File: src/rtl/oam_dma.sv
// -----------------------------------------------------------------------------
// oam_dma -- OAM DMA engine.
//
// A CPU write to REG_ADDR latches the source page and starts a transfer. The
// engine waits START_DELAY clocks, then copies LENGTH bytes from
// {src_hi, idx} to DST_BASE+idx, spending CYCLES_PER_BYTE clocks per byte:
// phase 0 reads, phase 1 writes (single-clock strobe), later phases idle on
// the destination address. Source pages E0..FF fold onto C0..DF (echo RAM).
// A new trigger is accepted in any state and restarts from byte 0.
//
// Optional feature (macro DMA_CONFLICT_EN): registered bus_conflict pulse when
// the CPU writes outside HRAM (FF80..FFFE) while a transfer is active. With
// the macro undefined bus_conflict is tied low.
//
// Ports:
//   clk, reset_n        clock; asynchronous active-low reset
//   cpu_addr/data_w/we  snooped CPU bus (trigger detection, conflict check)
//   reg_data_r          register readback (updated on negedge clk)
//   dma_addr/data_w/we  initiator bus towards the memory responders
//   dma_data_r          responder read data (negedge-updated)
//   active              transfer in progress; top level grants the bus
//   bus_conflict        CPU touched non-HRAM during a transfer
// -----------------------------------------------------------------------------
module oam_dma #(
    parameter logic [15:0] REG_ADDR        = 16'hFF46,
    parameter logic [15:0] DST_BASE        = 16'hFE00,
    parameter int          LENGTH          = 160,
    parameter int          CYCLES_PER_BYTE = 4,
    parameter int          START_DELAY     = 4
) (
    input  logic        clk,
    input  logic        reset_n,
    input  logic [15:0] cpu_addr,
    input  logic [7:0]  cpu_data_w,
    input  logic        cpu_write_enable,
    output logic [7:0]  reg_data_r,
    output logic [15:0] dma_addr,
    input  logic [7:0]  dma_data_r,
    output logic [7:0]  dma_data_w,
    output logic        dma_write_enable,
    output logic        active,
    output logic        bus_conflict
);

    // One counter serves both the start delay and the per-byte phase.
    localparam int CNT_MAX = (START_DELAY > CYCLES_PER_BYTE) ? START_DELAY : CYCLES_PER_BYTE;
    localparam int CW      = $clog2(CNT_MAX);

    localparam logic [CW-1:0] START_LAST = CW'(START_DELAY - 1);
    localparam logic [CW-1:0] PHASE_LAST = CW'(CYCLES_PER_BYTE - 1);
    localparam logic [CW-1:0] PHASE_RD   = CW'(0);
    localparam logic [CW-1:0] PHASE_WR   = CW'(1);
    localparam logic [7:0]    LAST_IDX   = 8'(LENGTH - 1);

    typedef enum logic [1:0] {
        IDLE  = 2'd0,
        START = 2'd1,
        COPY  = 2'd2
    } state_t;

    state_t        state_q, state_d;
    logic [7:0]    src_hi_q, src_hi_d;
    logic [7:0]    idx_q, idx_d;
    logic [CW-1:0] cnt_q, cnt_d;
    logic [7:0]    latch_q;
    logic [7:0]    src_page;
    logic          trigger;

    assign trigger  = cpu_write_enable && (cpu_addr == REG_ADDR);
    // Echo RAM E000..FDFF mirrors C000..DDFF.
    assign src_page = (src_hi_q >= 8'hE0) ? (src_hi_q - 8'h20) : src_hi_q;

    // Next-state logic.
    // NOTE: every variable gets a default before the case so no path leaves it
    // unassigned; otherwise synthesis infers a latch.
    always_comb begin
        state_d  = state_q;
        src_hi_d = src_hi_q;
        idx_d    = idx_q;
        cnt_d    = cnt_q;
        unique case (state_q)
            IDLE: ;
            START: begin
                if (cnt_q == START_LAST) begin
                    state_d = COPY;
                    cnt_d   = '0;
                end else begin
                    cnt_d = cnt_q + 1'b1;
                end
            end
            COPY: begin
                if (cnt_q == PHASE_LAST) begin
                    cnt_d = '0;
                    if (idx_q == LAST_IDX) begin
                        state_d = IDLE;
                        idx_d   = 8'h00;
                    end else begin
                        idx_d = idx_q + 8'h01;
                    end
                end else begin
                    cnt_d = cnt_q + 1'b1;
                end
            end
            default: state_d = IDLE;
        endcase
        // Trigger overrides whatever the engine was doing.
        if (trigger) begin
            state_d  = START;
            src_hi_d = cpu_data_w;
            idx_d    = 8'h00;
            cnt_d    = '0;
        end
    end

    // NOTE: sequential state uses non-blocking assignments so every register
    // samples the pre-edge values, independent of block ordering.
    always_ff @(posedge clk or negedge reset_n) begin
        if (!reset_n) begin
            state_q  <= IDLE;
            src_hi_q <= 8'h00;
            idx_q    <= 8'h00;
            cnt_q    <= '0;
            latch_q  <= 8'h00;
        end else begin
            state_q  <= state_d;
            src_hi_q <= src_hi_d;
            idx_q    <= idx_d;
            cnt_q    <= cnt_d;
            // Read data issued in phase 0 is valid at the closing posedge.
            if (state_q == COPY && cnt_q == PHASE_RD) begin
                latch_q <= dma_data_r;
            end
        end
    end

    // Bus outputs decode registered state only; cpu_* never reaches dma_*.
    always_comb begin
        dma_addr         = 16'h0000;
        dma_write_enable = 1'b0;
        if (state_q == COPY) begin
            if (cnt_q == PHASE_RD) begin
                dma_addr = {src_page, idx_q};
            end else begin
                dma_addr         = DST_BASE + {8'h00, idx_q};
                dma_write_enable = (cnt_q == PHASE_WR);
            end
        end
    end

    assign dma_data_w = latch_q;
    assign active     = (state_q != IDLE);

    // Readback follows the responder timing: updated on the falling edge.
    always_ff @(negedge clk or negedge reset_n) begin
        if (!reset_n) begin
            reg_data_r <= 8'h00;
        end else begin
            reg_data_r <= src_hi_q;
        end
    end

`ifdef DMA_CONFLICT_EN
    logic cpu_in_hram;
    assign cpu_in_hram = (cpu_addr >= 16'hFF80) && (cpu_addr <= 16'hFFFE);

    always_ff @(posedge clk or negedge reset_n) begin
        if (!reset_n) begin
            bus_conflict <= 1'b0;
        end else begin
            bus_conflict <= active && cpu_write_enable && !cpu_in_hram;
        end
    end
`else
    assign bus_conflict = 1'b0;
`endif

endmodule
File: config.mk
export PLATFORM = sky130hd
export DESIGN_NAME = oam_dma
export DESIGN_NICKNAME = d
export VERILOG_FILES = /design/src/rtl/oam_dma.sv
export SDC_FILE = /design/constraint.sdc
export NUM_CORES = 1
export LEC_CHECK = 0
export ABC_CLOCK_PERIOD_IN_PS = 2100
export BUFFER_PORTS_ARGS = -buffer_cell sky130_fd_sc_hd__buf_2
export CAP_MARGIN = 15
export CORE_MARGIN = 5
export CORE_UTILIZATION = 35
export CTS_BUF_LIST = sky130_fd_sc_hd__clkbuf_8
export DETAILED_ROUTE_END_ITERATION = 16
export PLACE_DENSITY_LB_ADDON = 0.2
export SLEW_MARGIN = 20
export SYNTH_ARGS = -nofsm -noshare
export SYNTH_HDL_FRONTEND = slang
export SYNTH_SLANG_ARGS = --single-unit
File: constraint.sdc
create_clock -name clk -period 2.1 [get_ports clk]
set_input_delay 0.21 -clock clk [delete_from_list [all_inputs] [get_ports clk]]
set_output_delay 0.21 -clock clk [all_outputs]
set_load 0.005 [all_outputs]
==> flow_metrics.py <==
metrics = {
    "status": {
        "run_status": "finished, final reports clean",
    },
    "synthesis": {
        "yosysWarnings": 0,
        "synthDistinctLibCells": 34,
        "synth_area_per_cell_um2": 10.9,
        "synth-seq-cells": 36,
        "synth_area_um2": 1740,
        "seq_area_frac_synth_pct": 51.9,
        "synth_cells": 159,
        "syn-num-nets": 202,
    },
    "pwr": {
        "powerDensity_nw_per_um2": 599,
        "pwr-share-clk_pct": 43.1,
        "seq_power_share_pct": 51.8,
        "cellLeakagePower_nw": 1.18,
        "p_int_mw": 1.09,
        "power_switching_mw": 0.276,
        "peakVddDrop_v": 0.000264,
        "switching_share_pct": 20.2,
        "power_frac_comb_pct": 5.2,
    },
    "cts": {
        "cts_made_buffers": 5,
        "clock_path_buffers": 2,
        "htree_levels": 2,
        "clk_latency_ns": 0.29,
        "path_clk_slew_ns": 0.07,
        "cts_sinks": 36,
        "root_buffer": "clkbuf_8",
        "cts_tree": "done",
        "cts_setup_buffers": 0,
    },
    "setup_path": {
        "crit_chain": "buf_2",
        "cp-end-kind": "primary output",
        "cp_top_family": "flip-flops",
        "cp-start-kind": "flop",
        "slowest_delay_ns": 0.39,
        "slowest_stage": "dfrtn_1",
        "critPathBufInv": 1,
        "arrival_ns": 1.84,
        "cp_data_required_time_ns": 1.89,
        "crit_fanout": 1,
        "path_class": "flop to primary output",
    },
    "flow_run": {
        "max-cap-violations": 0,
    },
    "place": {
        "gp_congestion": 0.762,
        "pre_cts_ws_ns": 0.346,
        "place_area_um2": 2160,
        "io_buffers": 68,
        "hpwlAfterDp_um": 2890,
    },
    "die": {
        "core_area_um2": 4790,
        "start_util_pct": 36.3,
        "num_io_pins": 70,
        "die_area_um2": 6470,
        "row_count": 25,
        "dieHeight_um": 80.4,
        "die_w_um": 80.4,
    },
    "final_layout": {
        "antennaDiodeCount": 0,
        "drive_gt1_share_pct": 38.5,
        "nets": 276,
        "area_growth_pct": 31.2,
        "stdcell_area_um2": 2280,
        "fillers": 472,
        "final_cell_mix": "buf_2 (68), dfrtp_1 (28), inv_1 (14)",
        "layout_commonest_cell": "buf_2",
    },
    "drt": {
        "routed_via_density": 4.58,
        "dr_total_vias": 1380,
        "ant_nets": 0,
        "wl_per_cell_um": 12.6,
        "wl_um": 3800,
        "drtIter0Drc": 43,
        "drc": 0,
        "drt_pass1_iterations": 4,
    },
    "min_path": {
        "hp-class": "primary input to flop",
    },
    "grt": {
        "grt_max_degree": 21,
        "antenna_found_initial": 0,
        "grt_pass1_wl_um": 6380,
        "grt-ovfl-total": 0,
        "track_usage_pct": 12.8,
        "grt_pass1_vias": 1399,
    },
    "sta": {
        "setup_viol": 0,
        "timing_hold_violations_final": 0,
        "tns_ns": 0,
        "drv_slew": 0,
        "clock_skew_ns": 0.00836,
        "timing.final.ws_setup_ns": 0.0533,
        "rsz0062_at_grt": "false",
    },
}
-- power by group through the flow --
stage | Sequential [mW] | Clock, mW | Combinational, mW
2_1_floorplan | 0.721 | 0 | 0.0146
3_3_place_gp | 0.720 | 0 | 0.0701
3_5_place_dp | 0.720 | 0 | 0.0719
4_1_cts | 0.706 | 0.610 | 0.0735
5_1_grt | 0.707 | 0.646 | 0.0812
6_report | 0.707 | 0.588 | 0.0707
-- routing by layer --
metal	up-vias	routed length (µm)	global-route usage, %
li1	687	-	-
met1	638	1630	15.2
met2	53	1810	21.8
met3	2	341	4.60
met4	0	19	3.38
met5	-	0	0
-- cell families (layout without fill, tap and decap cells) --
group           Yosys count  in the layout  synth area share (%)
buf+inv                  19             94                  4.68
mux                      19             19                  12.1
simple gates             54             54                  16.2
xor+xnor                  3              3                  1.51
other cells               1              1                 0.216
flops                    36             36                  51.9
fa+ha+maj                 8              8                  5.76
compound gates           19             19                  7.64
-- what timing repair did --
item,4_1_cts,5_1_grt
hold buffers,1,0
setup endpoints to repair,0,2
gates resized for setup,0,1
endpoints found under the hold margin,8,0
-- worst paths after layout --
kind / start / to / slack (ns) / depth (start not counted)
hold / removal: cpu_data_w[7] / src_hi_q[7] / 0.14 / 2
hold reg to reg: dma_data_w[0] / dma_data_w[0] / 0.50 / 1
max in group asynchronous: reset_n / reg_data_r[1] / 0.47 / 2
min in group asynchronous: reset_n / src_hi_q[2] / 0.38 / 2
setup / recovery: reg_data_r[1] / reg_data_r[1] / 0.05 / 1
setup reg to reg: src_hi_q[5] / reg_data_r[5] / 0.44 / 0
-- per-stage QoR --
step	util, %	hold WS, ns	cells	power [mW]
floorplan	-	-0.0856	159	0.736
global placement	45.1	0.159	292	0.790
detailed placement	45.1	0.178	292	0.792
CTS	47.6	0.128	301	1.39
global route	47.6	0.127	301	1.43
finish	47.6	0.137	301	1.37
-- sequential cells by signal, summed over array words and instances, names as in the netlist --
signal      flops
cnt_q           2
dma_data_w      8
idx_q           8
reg_data_r      8
src_hi_q        8
state_q         2
-- cell type report --
type	count	area [µm²]	area share, %
Inverter	13	48.8	2.14
Tap cell	67	83.8	3.68
Timing Repair Buffer	73	380	16.7
Multi-Input combinational cell	104	757	33.2
Sequential cell	36	901	39.5
Clock inverter	3	38.8	1.70
Clock buffer	5	68.8	3.02
-- cells in the mapped netlist, drive strengths merged --
cell / n / area, µm²
o21ai: 2 / 10.0
xor2: 3 / 26.3
buf: 4 / 25.0
nor4bb: 1 / 10.0
nor3: 3 / 20.0
a21boi: 7 / 52.6
and2: 10 / 62.6
mux2: 16 / 180
nand3b: 1 / 7.51
mux2i: 3 / 30.0
clkbuf: 2 / 7.51
inv: 13 / 48.8
nor2: 12 / 45.0
or4: 1 / 7.51
nand4: 3 / 18.8
a21oi: 5 / 25.0
a211oi: 1 / 7.51
dfrtp: 28 / 701
dfrtn: 8 / 200
conb: 1 / 3.75
o311ai: 2 / 17.5
nor3b: 1 / 7.51
and4: 1 / 8.76
a311oi: 1 / 8.76
nand3: 6 / 30.0
a2111o: 1 / 11.3
and3: 1 / 6.26
nand2: 13 / 51.3
nand2b: 1 / 6.26
ha: 8 / 100
Note: power is estimated with default switching activity, not from simulation.
